**src/rtl/song_player.sv**
```systemverilog
// Auto-play sequencer: walks a song's note table in a synchronous ROM and drives
// note codes with programmable beat length and silent inter-note gaps.
module song_player #(
  parameter int BEAT_CYCLES = 12_500_000,
  parameter int GAP_CYCLES  = 1_000_000
) (
  input  logic       clk,
  input  logic       rst_n,
  input  logic [2:0] mode,
  input  logic       pause,
  input  logic [1:0] song_num,
  output logic [7:0] rom_addr,
  input  logic [7:0] rom_data,
  output logic [4:0] note,
  output logic       playing,
  output logic       done,
  output logic [5:0] idx
);

  localparam logic [2:0] AUTO_MODE = 3'b011;

  localparam logic [2:0] S_IDLE  = 3'd0;
  localparam logic [2:0] S_FETCH = 3'd1;
  localparam logic [2:0] S_LOAD  = 3'd2;
  localparam logic [2:0] S_PLAY  = 3'd3;
  localparam logic [2:0] S_GAP   = 3'd4;
  localparam logic [2:0] S_DONE  = 3'd5;

  localparam int CW = (BEAT_CYCLES > 1) ? $clog2(BEAT_CYCLES) : 1;
  localparam int GW = (GAP_CYCLES > 1) ? $clog2(GAP_CYCLES) : 1;
  localparam logic [CW-1:0] BEAT_LAST = CW'(BEAT_CYCLES - 1);
  localparam logic [GW-1:0] GAP_LAST  = GW'(GAP_CYCLES - 1);

  logic [2:0]    state;
  logic [4:0]    note_q;
  logic [3:0]    beat_cnt;
  logic [CW-1:0] cycle_cnt;
  logic [GW-1:0] gap_cnt;
  logic [1:0]    last_song;
  logic          sounding;

  assign rom_addr = {song_num, idx};
  assign sounding = (state == S_PLAY) || (state == S_GAP);

  // Pause silences the output in the same cycle; everything else comes from registers.
  always_comb begin
    note    = (pause && sounding) ? 5'd0 : note_q;
    playing = sounding && !pause;
    done    = (state == S_DONE);
  end

  always_ff @(posedge clk or negedge rst_n) begin
    if (!rst_n) begin
      state     <= S_IDLE;
      note_q    <= 5'd0;
      idx       <= 6'd0;
      beat_cnt  <= 4'd0;
      cycle_cnt <= '0;
      gap_cnt   <= '0;
      last_song <= 2'd0;
    end else begin
      last_song <= song_num;
      if (mode != AUTO_MODE) begin
        state     <= S_IDLE;
        note_q    <= 5'd0;
        idx       <= 6'd0;
        beat_cnt  <= 4'd0;
        cycle_cnt <= '0;
        gap_cnt   <= '0;
      end else if (state != S_IDLE && song_num != last_song) begin
        state  <= S_FETCH;
        idx    <= 6'd0;
        note_q <= 5'd0;
      end else begin
        case (state)
          S_IDLE: begin
            state  <= S_FETCH;
            idx    <= 6'd0;
            note_q <= 5'd0;
          end
          S_FETCH: state <= S_LOAD;
          S_LOAD: begin
            // An all-zero entry marks the end of the song.
            if (rom_data == 8'h00) begin
              state <= S_DONE;
            end else begin
              note_q    <= rom_data[4:0];
              beat_cnt  <= {1'b0, rom_data[7:5]} + 4'd1;
              cycle_cnt <= '0;
              state     <= S_PLAY;
            end
          end
          S_PLAY: begin
            if (!pause) begin
              if (cycle_cnt == BEAT_LAST) begin
                cycle_cnt <= '0;
                beat_cnt  <= beat_cnt - 4'd1;
                if (beat_cnt == 4'd1) begin
                  state   <= S_GAP;
                  gap_cnt <= '0;
                  note_q  <= 5'd0;
                end
              end else begin
                cycle_cnt <= cycle_cnt + CW'(1);
              end
            end
          end
          S_GAP: begin
            if (!pause) begin
              if (gap_cnt == GAP_LAST) begin
                gap_cnt <= '0;
                // The last table slot ends the song instead of wrapping the index.
                if (idx == 6'd63) begin
                  state <= S_DONE;
                end else begin
                  idx   <= idx + 6'd1;
                  state <= S_FETCH;
                end
              end else begin
                gap_cnt <= gap_cnt + GW'(1);
              end
            end
          end
          S_DONE: state <= S_DONE;
          default: state <= S_IDLE;
        endcase
      end
    end
  end

endmodule
```
**config.mk**
```make
export PLATFORM = sky130hd
export DESIGN_NAME = song_player
export DESIGN_NICKNAME = d
export VERILOG_FILES = /design/src/rtl/song_player.sv
export SDC_FILE = /design/constraint.sdc
export NUM_CORES = 1
export LEC_CHECK = 0
export CAP_MARGIN = 20
export CORE_MARGIN = 5
export CORE_UTILIZATION = 60
export CTS_BUF_LIST = sky130_fd_sc_hd__clkbuf_4 sky130_fd_sc_hd__clkbuf_8
export DETAILED_ROUTE_END_ITERATION = 6
export DONT_BUFFER_PORTS = 1
export PLACE_DENSITY = 0.77
export SETUP_SLACK_MARGIN = 0.02
export SLEW_MARGIN = 40
export SYNTH_ARGS = -nofsm -noshare
export SYNTH_HDL_FRONTEND = slang
export SYNTH_SLANG_ARGS = --single-unit
```
**constraint.sdc**
```tcl
create_clock -name clk -period 1.7 [get_ports clk]
set_input_delay 0.17 -clock clk [delete_from_list [all_inputs] [get_ports clk]]
set_output_delay 0.17 -clock clk [all_outputs]
set_load 0.005 [all_outputs]
```
==> impl_results.md, run 1 <==
- Status: aborted with a tool error
- Failing step: global routing
- Tool error: [ERROR DPL-0038] Utilization greater than 100%, impossible to legalize
- Pin count of the biggest net entering global routing: 65
- EDFF count, synth: 0
- Worst endpoint after global-route timing repair: idx[5]$_DFFE_PN0P_/D
- Clock sink count: 64
- Syn Inst Count: 459
- Die Y: 93.51 µm
- Post-Synth Adder-Cell Area: 0.01794
- Netlist cell types: 67
- Number of CTS-inserted buffers: 9
- CTS max path bufs: 2
- Worst-path end type: register data pin
- Post-Synth XOR/XNOR Area: 0.006280
- Top Ports: 37
- Largest family of logic cells by synthesized area: simple AND/OR/NAND/NOR gates
- Compound-Gate Fraction of Synth Area: 0.2267
- Yosys warns: 0
- H-tree levels: 3
- Post-synthesis cell area: 0.004184 mm²
- Top_reg_cell synth: dfrtp_1
- Starting density of the core: 0.6158
- Final GP Congestion: 0.8937
- Sequential share of the synthesized area: 0.3828
- Root Buffer: clkbuf_8
- Mapped Nets: 481
- Mux share of post-synthesis cell area: 0.009569
- Simple-Gate Fraction of Synth Area: 0.2847
- Asr flop ratio synth: 1.000
- Syn Area/Cell: 9.115 µm²
- Number of synthesized register bits: 64
- Die X: 93.51 µm
- IO buf count: 0
- Detailed placement HPWL: 7.906 mm
- # rows: 30
-- cells by family after synthesis --
logic type               after synthesis
multiplexers                           4
AO/OA/AOI/OAI                        140
adder cells (fa/ha/maj)                6
XOR/XNOR                               3
AND/OR/NAND/NOR                      191
flip-flops                            64
buffers and inverters                 51
-- cells in the mapped netlist, types with 3 or more instances --
| master | instances | area, µm² |
|---|---|---|
| buf_2 | 10 | 50.05 |
| or4_1 | 11 | 82.58 |
| o22ai_1 | 7 | 43.79 |
| buf_6 | 6 | 67.56 |
| dfrtp_1 | 64 | 1602 |
| and3_1 | 14 | 87.58 |
| o21ai_1 | 7 | 35.03 |
| ha_1 | 6 | 75.07 |
| nor4b_1 | 4 | 35.03 |
| a41oi_1 | 5 | 43.79 |
| or4b_1 | 4 | 40.04 |
| and2_1 | 9 | 56.30 |
| inv_1 | 19 | 71.32 |
| nand4_1 | 13 | 81.33 |
| or3_1 | 5 | 31.28 |
| o2bb2ai_1 | 7 | 61.31 |
| a21oi_1 | 31 | 155.2 |
| mux2i_1 | 4 | 40.04 |
| nand2b_1 | 17 | 106.4 |
| nor3b_1 | 3 | 22.52 |
| nor4_1 | 6 | 37.54 |
| and4_1 | 7 | 61.31 |
| nand3_1 | 21 | 105.1 |
| nand2_1 | 35 | 131.4 |
| o31ai_1 | 16 | 120.1 |
| a31oi_1 | 31 | 193.9 |
| nor3_1 | 9 | 45.04 |
| buf_4 | 14 | 105.1 |
| nor2_1 | 12 | 45.04 |
| o21ai_0 | 15 | 75.07 |
-- per-stage QoR --
stage	instance area, µm²	std cells	utilization	worst slack, ns
floorplan	4269	459	-	-0.1240
global placement	4965	631	0.7308	-0.1887
detailed placement	4965	631	0.7308	-0.2491
CTS	6160	703	0.9066	-0.1609
-- timing repair --
item	in CTS
endpoints found under the setup margin	67
resized for setup	109
hold buffers	9
setup buffers	42
pin swaps	40
gates cloned	6
hold endpoints to repair	71
==> inputs of run 2 (changes only) <==
--- a/config.mk
+++ b/config.mk
@@ -7,12 +7,10 @@
 export LEC_CHECK = 0
 export CAP_MARGIN = 20
 export CORE_MARGIN = 5
-export CORE_UTILIZATION = 60
-export CTS_BUF_LIST = sky130_fd_sc_hd__clkbuf_4 sky130_fd_sc_hd__clkbuf_8
+export CORE_UTILIZATION = 40
 export DETAILED_ROUTE_END_ITERATION = 6
 export DONT_BUFFER_PORTS = 1
-export PLACE_DENSITY = 0.77
-export SETUP_SLACK_MARGIN = 0.02
+export PLACE_DENSITY_LB_ADDON = 0.15
 export SLEW_MARGIN = 40
 export SYNTH_ARGS = -nofsm -noshare
 export SYNTH_HDL_FRONTEND = slang
==> constraint.sdc (replaced) <==
create_clock -name clk -period 2.2 [get_ports clk]
set_input_delay 0.22 -clock clk [delete_from_list [all_inputs] [get_ports clk]]
set_output_delay 0.22 -clock clk [all_outputs]
set_load 0.005 [all_outputs]
==> impl_results.md, run 2 <==
- Total GRT Usage: 0.1737
- Post-DR wirelength/cell: 16.58 µm
- First-pass GRT wire length: 18.17 mm
- Asr flop ratio synth: 1.000
- Pwr dens: 521.7 mW/mm²
- # rows: 37
- Final worst path period share: 0.9347
- Final-report setup violation count: 0
- Post-synth top cells: dfrtp_1, nand2_1, a21oi_1, a31oi_1, nand3_1
- Post-synthesis cell area: 0.004184 mm²
- Top Ports: 37
- Initial antenna violation count: 0
- Hold violation total from the final report: 0
- Overall power: 2.464 mW
- CTS max path bufs: 2
- Most frequent cells in the layout: dfrtp_1, nand2_1, a31oi_1, buf_4, a21oi_1
- Clock Latency Late Sink: 0.35 ns
- Core area: 0.01028 mm²
- Final WL: 10.28 mm
- Fmax: 486.3 MHz
- EDFF count, synth: 0
- Synth top area cells: dfrtp_1, a31oi_1, a21oi_1, nand2_1, o31ai_1
- DR iter-0 viols: 282
- Most frequent cell after synthesis: dfrtp_1
- Vias in the first global route: 3648
- Fillers: 1022
- Antenna Nets Post-Route: 0
- Most common cell after layout, fill and taps aside: dfrtp_1
- First-pass DRT Iterations: 4
- Top_reg_cell synth: dfrtp_1
- Routed wl met2: 4.858 mm
- Detailed placement HPWL: 7.115 mm
- Vias: 3607
- Number of synthesized register bits: 64
- Top reg by flops: cycle_cnt
- Status: finished, final reports clean
- DRC errors left: 0
- Die Y: 112.3 µm
- Yosys top cell area share: 0.3828
- Setup TNS: 0 ns
- Number of flip-flops in the largest register: 24
- Clk slew on worst S/H paths: 0.07 ns
- Met1 wire length: 4.902 mm
- Hold Path Class: in2reg
- Pin count of the biggest net entering global routing: 65
- Min Tclk post-route: 2.056 ns
- Final Skew: 0.007654 ns
- Starting density of the core: 0.4071
- Syn Inst Count: 459
- # nets final: 502
- Worst ir drop on vdd: 0.2457 mV
- Total global routing overflow: 0
- Worst Tran Pin Value: 0.5673 ns
- Die X: 112.3 µm
- Layout cell share with drive strength beyond 1: 0.1467
- Root Buffer: clkbuf_8
- Slew Limit Fails: 0
- Uppermost layer routed: met4
- Mapped Nets: 481
- Syn Area/Cell: 9.115 µm²
- Reg area: 0.001602 mm²
- Leading area contributor after synthesis: dfrtp_1
- Wire length on met3: 410 µm
- Clock sink count: 64
- Number of CTS-inserted buffers: 9
- Sequential share of the synthesized area: 0.3828
- Largest regs: cycle_cnt: 24 flops, gap_cnt: 20 flops, idx: 6 flops
- Via-to-Cell Ratio: 5.818
- Number of max-cap violations: 0
- Die footprint: 0.01261 mm²
- Critical path peak fanout: 19
- CP arrival: 1.84 ns
- Area delta synth->final: 12.89%
- Multi-input gate area: 0.002288 mm²
- Startpoint types: register
- IO buf count: 0
- Leakage power: 1.837 nW
- Worst Path Class, Setup: reg2out
- CP endpoint kind: primary output
- CP required: 1.98 ns
- Netlist cell types: 67
- Yosys warns: 0
- Slew Limit Headroom: 0.6189
- Final GP Congestion: 0.7940
- CTS tree: done
- Setup repair after global routing missed its margin: no
- H-tree levels: 3
- # diodes: 0
[run 2: cell counts after synthesis]
No cell type changed its count.
[run 2: timing repair]
action	4_1_cts	5_1_grt
gates resized for setup	0	4
hold buffers	9	0
setup buffers	0	1
endpoints found under the setup margin	0	25
hold endpoints to repair	71	0
[run 2: final cells by class]
class                      count  share of cell area
clock buffer                  12             0.03285
clock inverter                 3             0.01377
inverter                      19             0.01510
multi-input combinational    344              0.4845
sequential                    64              0.3391
tap                          136             0.03603
timing repair buffer          42             0.07868
[run 2: path summary, 6_finish.rpt]
path,start,end,slack [ns],cells past startpoint
hold reg to reg,gap_cnt[19],gap_cnt[19],0.51,1
min in group asynchronous,rst_n,cycle_cnt[20],0.38,2
setup reg to reg,cycle_cnt[0],cycle_cnt[15],0.15,8
max in group asynchronous,rst_n,gap_cnt[6],1.49,2
setup / recovery,state[0],playing,0.14,3
hold / removal,rom_data[7],beat_cnt[3],0.14,2
[run 2: worst max-delay path, cell delays in order (launching register included)]
cell and delay (ns):
dfrtp_1 0.53, or3b_1 0.43, a21oi_1 0.23, buf_4 0.29
[run 2: stage by stage]
stage | setup WS (ns) | cells | hold WS, ns | area (µm²) | utilization
after detailed placement | 0.07072 | 595 | -0.07389 | 4377 | 0.4259
after global routing | 0.01470 | 620 | 0.1304 | 4723 | 0.4596
after global placement | 0.1277 | 595 | -0.07374 | 4377 | 0.4259
after CTS | 0.02820 | 619 | 0.1224 | 4705 | 0.4578
final | 0.1437 | 620 | 0.1407 | 4723 | 0.4596
after floorplan | 0.2715 | 459 | -0.07559 | 4184 | -
[run 2: logic make-up (layout without fill, tap and decap cells)]
group / Yosys count / count (layout) / synth area share
and+or+nand+nor: 191 / 191 / 0.2847
AOI/OAI and AO/OA: 140 / 140 / 0.2267
DFF: 64 / 64 / 0.3828
buffers and inverters: 51 / 76 / 0.07207
adders and majority gates: 6 / 6 / 0.01794
muxes: 4 / 4 / 0.009570
xor gates and xnor gates: 3 / 3 / 0.006281
[run 2: power by group]
group,internal [mW],switching [mW],leakage [nW],total (mW)
registers,1.18,0.00433,0.889,1.18
clock network,0.693,0.466,0.112,1.16
logic,0.0461,0.0752,0.836,0.121
total,1.92,0.546,1.84,2.46
[run 2: metal layers]
metal	track usage	vias up
met5	0	-
met4	0.05208	0
met3	0.04151	9
met2	0.2753	53
met1	0.2362	1740
li1	-	1805
(Power assumes the default switching activity.)
==> inputs of run 3 (changes only) <==
==> constraint.sdc (replaced) <==
create_clock -name clk -period 2.3 [get_ports clk]
set_input_delay 0.23 -clock clk [delete_from_list [all_inputs] [get_ports clk]]
set_output_delay 0.23 -clock clk [all_outputs]
set_load 0.005 [all_outputs]
==> impl_results.md, run 3 (same netlist as run 2, synthesis figures left out) <==
- Die Y: 112.3 µm
- Post-CTS Repair Setup Buffers: 0
- Pin count of the biggest net entering global routing: 65
- # diodes: 0
- Depth of the worst hold-timing path: 2
- Fmax: 480.3 MHz
- Area delta synth->final: 11.15%
- Initial antenna violation count: 0
- Total GRT Usage: 0.1674
- Hold path start: rom_data[7]
- Post-Place Worst Slack: 0.1633 ns
- Hold Path Class: in2reg
- Vias in the first global route: 3601
- Startpoint types: register
- Final WL: 10.04 mm
- Clock Latency Late Sink: 0.36 ns
- Setup TNS: 0 ns
- Logic pwr share: 0.049
- # nets final: 494
- Post-DR wirelength/cell: 16.41 µm
- Hold Path End: beat_cnt[3]
- Setup repair after global routing missed its margin: no
- Delay-heaviest family, CP: flip-flops
- Die footprint: 0.01261 mm²
- CP required: 2.07 ns
- Starting density of the core: 0.4071
- Worst path slowest cell: dfrtp_1
- Non-filler cells, final: 612
- DR iter-0 viols: 210
- Worst Path Class, Setup: reg2out
- First-pass DRT Iterations: 4
- Via-to-Cell Ratio: 5.801
- Placed Cells: 588
- Number of max-cap violations: 0
- Layout cell share with drive strength beyond 1: 0.1261
- Number of CTS-inserted buffers: 9
- Root Buffer: clkbuf_8
- Critical path peak fanout: 19
- Detailed placement HPWL: 7.035 mm
- Most frequent cells in the layout: dfrtp_1, nand2_1, a21oi_1, a31oi_1, buf_4
- Worst Tran Pin Value: 0.5650 ns
- Final WS setup: 0.2180 ns
- Die X: 112.3 µm
- Clock sink count: 64
- CTS max path bufs: 2
- Slew Limit Fails: 0
- Reg2reg start: cycle_cnt[0]
- Largest regs: cycle_cnt: 24 flops, gap_cnt: 20 flops, idx: 6 flops
- Reg-to-reg slack, setup: 0.23 ns
- Most common cell after layout, fill and taps aside: dfrtp_1
- Top reg by flops: cycle_cnt
- Fillers: 1039
- Worst ir drop on vdd: 0.2668 mV
- H-tree levels: 3
- Seq pwr share: 0.480
- Number of flip-flops in the largest register: 24
- Crit path top cell by count: buf_4
- CTS tree: done
- Final GP Congestion: 0.7757
- Min Tclk post-route: 2.082 ns
- IO buf count: 0
- Switching part of the total: 0.2224
- CP endpoint kind: primary output
- Clock power frac: 0.472
- Core area: 0.01028 mm²
- Internal: 1.834 mW
- WP buf/inv: 2
- Slowest Stage Delay on Critical Path: 0.52 ns
- Crit path cell chain: buf_4 -> nand3b_1 -> a21oi_1 -> buf_4
- Final worst path period share: 0.9052
- Overall power: 2.359 mW
- Total global routing overflow: 0
- CP arrival: 1.85 ns
- First-pass GRT wire length: 17.51 mm
- Antenna Nets Post-Route: 0
- Vias: 3550
- Slew Limit Headroom: 0.6204
- FF-to-FF path depth: 7
- Final-report setup violation count: 0
- DRC errors left: 0
- Psw: 524.5 µW
- R2r endpoint: gap_cnt[1]
- Clk slew on worst S/H paths: 0.07 ns
- Final Skew: 0.01299 ns
- Top Ports: 37
- Hold violation total from the final report: 0
- Leakage power: 1.795 nW
- # rows: 37
- Critical path launch point: state[0]
- Status: finished, final reports clean
- Pwr dens: 507.2 mW/mm²
run 3: cell types whose count changed in the layout (fill, tap and decap cells not counted), sizes merged:
| cell | before | now |
|---|---|---|
| buf | 34 | 26 |
run 3: worst register-to-register path, stage by stage, from the launching register on:
cell and delay (ns):
dfrtp_1 0.42, ha_1 0.29, nand4_4 0.13, nor3b_4 0.22, nand4_2 0.23, a31oi_1 0.28, buf_6 0.23, mux2i_1 0.20
run 3: metal layers:
| metal | global-route usage | share of wire | wire (µm) | vias to the layer above |
|---|---|---|---|---|
| met5 | 0 | 0 | 0 | - |
| met4 | 0.05128 | 0.013 | 127 | 0 |
| met3 | 0.03774 | 0.046 | 461 | 14 |
| met2 | 0.2729 | 0.47 | 4686 | 62 |
| met1 | 0.2223 | 0.47 | 4767 | 1697 |
| li1 | - | - | - | 1777 |
run 3: metrics by stage:
step / util / hold slack [ns] / instance area, µm²
2_1_floorplan: - / -0.06559 / 4184
3_3_place_gp: 0.4195 / -0.06371 / 4312
3_5_place_dp: 0.4195 / -0.06348 / 4312
4_1_cts: 0.4514 / 0.1174 / 4639
5_1_grt: 0.4525 / 0.1444 / 4651
6_report: 0.4525 / 0.1332 / 4651
run 3: cell type report:
| cell class | count | area (µm²) | share of cell area |
|---|---|---|---|
| inverters | 19 | 71.32 | 0.01533 |
| flip-flops and latches | 64 | 1602 | 0.3444 |
| clock inverters | 3 | 65.06 | 0.01399 |
| well taps | 136 | 170.2 | 0.03659 |
| clock buffers | 12 | 155.1 | 0.03336 |
| repair buffers | 34 | 299.0 | 0.06430 |
| multi-input cells | 344 | 2288 | 0.4921 |
run 3: power by group through the flow:
| stage | Combinational (mW) | Sequential (mW) | Clock (mW) |
|---|---|---|---|
| after floorplan | 0.0669 | 1.15 | 0 |
| after global placement | 0.0748 | 1.15 | 0 |
| after detailed placement | 0.0752 | 1.15 | 0 |
| after CTS | 0.117 | 1.13 | 1.15 |
| after global routing | 0.130 | 1.13 | 1.19 |
| final | 0.115 | 1.13 | 1.11 |
run 3: timing repair:
action | CTS | global route
setup endpoints to repair | 0 | 5
endpoints found under the hold margin | 71 | 0
hold buffers | 9 | 0
resized for setup | 0 | 2
run 3: worst max path at each step:
stage / endpoint / slack [ns] / cells after the start
after global placement: gap_cnt[4] / 0.22 / 7
final: playing / 0.22 / 4
after floorplan: idx[2] / 0.37 / 6
after CTS: gap_cnt[19] / 0.13 / 7
after global routing: gap_cnt[1] / 0.01 / 7
after detailed placement: gap_cnt[4] / 0.16 / 7
==> inputs of run 4 (changes only) <==
--- a/config.mk
+++ b/config.mk
@@ -10,6 +10,7 @@
 export CORE_UTILIZATION = 40
 export DETAILED_ROUTE_END_ITERATION = 6
 export DONT_BUFFER_PORTS = 1
+export GPL_ROUTABILITY_DRIVEN = 0
 export PLACE_DENSITY_LB_ADDON = 0.15
 export SLEW_MARGIN = 40
 export SYNTH_ARGS = -nofsm -noshare
==> results of run 4 <==
Final layout, timing and power as in run 3 (identical DEF).
==> edit (flow settings as in run 2) <==
Reset style: synchronous (`rst_n`), changed in one clocked block.
--- a/src/rtl/song_player.sv
+++ b/src/rtl/song_player.sv
@@ -49,7 +49,7 @@
     done    = (state == S_DONE);
   end
 
-  always_ff @(posedge clk or negedge rst_n) begin
+  always_ff @(posedge clk) begin
     if (!rst_n) begin
       state     <= S_IDLE;
       note_q    <= 5'd0;
Behaviour: differs if rst_n is asserted again (counterexample within 4 cycles, from zero or initial values and one cycle with rst_n low); with rst_n held inactive, the same outputs for 10 cycles.
==> edit against run 2 <==
  * Wire length is 2.0% higher
  * Power is 9.6% lower
  * Sequential cell count stayed put
  * Design area is 2.8% lower
  * Setup slack worse by 0.080 ns
  * Combinational power is 30% lower
  * Area after synthesis is 9.4% lower
  * Non-clock buffer count is 25 higher
==> edit: results (changes against run 2) <==
synthesis:
  syn-num-nets: 491  # was 481
  synthTopCellsByCount: "dfxtp_1, nand3_1, nand2_1"  # was dfrtp_1, nand2_1, a21oi_1, a31oi_1, nand3_1
  synth_xor_area_share_pct: 3.47  # was 0.628%
  yosys.area_share.adder_pct: 1.98  # was 1.79%
  yosysSeqAreaShare_pct: 33.8  # was 38.3%
  synth_mux_area_share_pct: 1.32  # was 0.957%
  async_flop_share_pct: 0  # was 100%
  synthDistinctLibCells: 62  # was 67
  synth_ff_type: "dfxtp_1"  # was dfrtp_1
  synth_area_leaders: "dfxtp_1, nand3_1, nand2_1"  # was dfrtp_1, a31oi_1, a21oi_1
worst_setup_path:
  r2r_setup_slack_ns: 0.06  # was 0.15 ns
  r2r_cells: 7  # was 8
  rr_startpoint: "gap_cnt[8]"  # was cycle_cnt[0]
  r2r-end: "gap_cnt[6]"  # was cycle_cnt[15]
  arrival_ns: 2.36  # was 1.84 ns
  cp_top_family: "simple AND/OR/NAND/NOR gates"  # was flip-flops
  max_stage_delay_ns: 0.59  # was 0.53 ns
  slowest_stage: "or4_1"  # was dfrtp_1
  path_max_fanout: 16  # was 19
finish:
  fin_nets: 537  # was 502
  drive_above_1_share_pct: 20.8  # was 14.7%
min_path:
  min_to: "note_q[0]"  # was beat_cnt[3]
  hold_depth: 1  # was 2
  min_from: "rom_data[0]"  # was rom_data[7]
drt:
  wirelength_mm: 10.5  # was 10.3 mm
  routed_via_density: 5.70  # was 5.82
  firstDrtPassIters: 5  # was 4
  first_iter_violations: 91  # was 282
cts:
  path_clk_slew_ns: 0.07  # about the same
global_route:
  track_usage_pct: 18.7  # was 17.4%
  grt_pass1_vias: 3617  # was 3648
  grt_max_degree: 33  # was 65
  grt_pass1_wl_mm: 17.5  # was 18.2 mm
power:
  p_leak_nw: 1.47  # was 1.84 nW
  peakVddDrop_mv: 0.313  # was 0.246 mV
placed_design:
  hpwlAfterDp_mm: 7.73  # was 7.12 mm
  gp_congestion: 0.838  # was 0.794
  place_area_um2: 4240  # was 4380 um2
sta:
  fin_worst_skew_ns: 0.0107  # was 0.00765 ns
  worst_pin_slew_ns: 0.609  # was 0.567 ns
status:
  status: "finished, final reports clean"  # unchanged
## edit: power by group
group          leakage [nW]  internal, mW  switching [mW]  total, mW
logic                 0.858        0.0367          0.0479     0.0846
clock network        0.0941         0.519           0.461      0.980
registers             0.517          1.16         0.00191       1.16
## edit: worst max path at each step
| stage | startpoint | end | slack, ns | depth (start not counted) |
|---|---|---|---|---|
| finish | gap_cnt[8] | gap_cnt[6] | 0.06 | 7 |
| global route | gap_cnt[8] | idx[3] | -0.04 | 5 |
| CTS | cycle_cnt[5] | gap_cnt[1] | -0.001 | 5 |
| detailed placement | cycle_cnt[5] | gap_cnt[3] | -0.11 | 6 |
| global placement | cycle_cnt[5] | gap_cnt[3] | -0.06 | 6 |
| floorplan | cycle_cnt[5] | gap_cnt[3] | 0.08 | 6 |
## edit: final cells by class
type | instances | area, um2
inverters | 15 | 56.3
multi-input cells | 358 | 2390
fillers | 925 | 4650
clock inverters | 4 | 45.0
well taps | 129 | 161
clock buffers | 12 | 135
repair buffers | 67 | 522
flip-flops and latches | 64 | 1280
## edit: metrics by stage
stage          cells  hold slack [ns]  util [%]  worst slack [ns]  setup TNS [ns]
6_report         649          0.00326      49.7            0.0641               0
3_5_place_dp     627            0.351      45.9            -0.114           -2.03
4_1_cts          649          0.00269      48.9          -0.00136        -0.00136
3_3_place_gp     627            0.346      45.8           -0.0563          -0.397
5_1_grt          649          0.00265      49.7           -0.0446          -0.180
2_1_floorplan    469            0.342         -            0.0754               0
## edit: cells by family after synthesis
group                    after synthesis
XOR/XNOR                              15
multiplexers                           5
AO/OA/AOI/OAI                        104
flip-flops                            64
buffers and inverters                 47
adder cells (fa/ha/maj)                6
AND/OR/NAND/NOR                      228
## edit: per-layer routing
layer | part of all wire [%] | vias up | track usage, %
li1 | - | 1867 | -
met1 | 45 | 1765 | 22.9
met2 | 50 | 51 | 32.9
met3 | 3.4 | 15 | 3.96
met4 | 1.5 | 0 | 5.50
met5 | 0 | - | 0
## edit: what timing repair did
item | CTS | global route
pin swaps | 2 | 3
gates resized for setup | 8 | 17
setup buffers | 0 | 0
hold endpoints to repair | 6 | 0
setup endpoints to repair | 43 | 53
hold buffers | 6 | 0
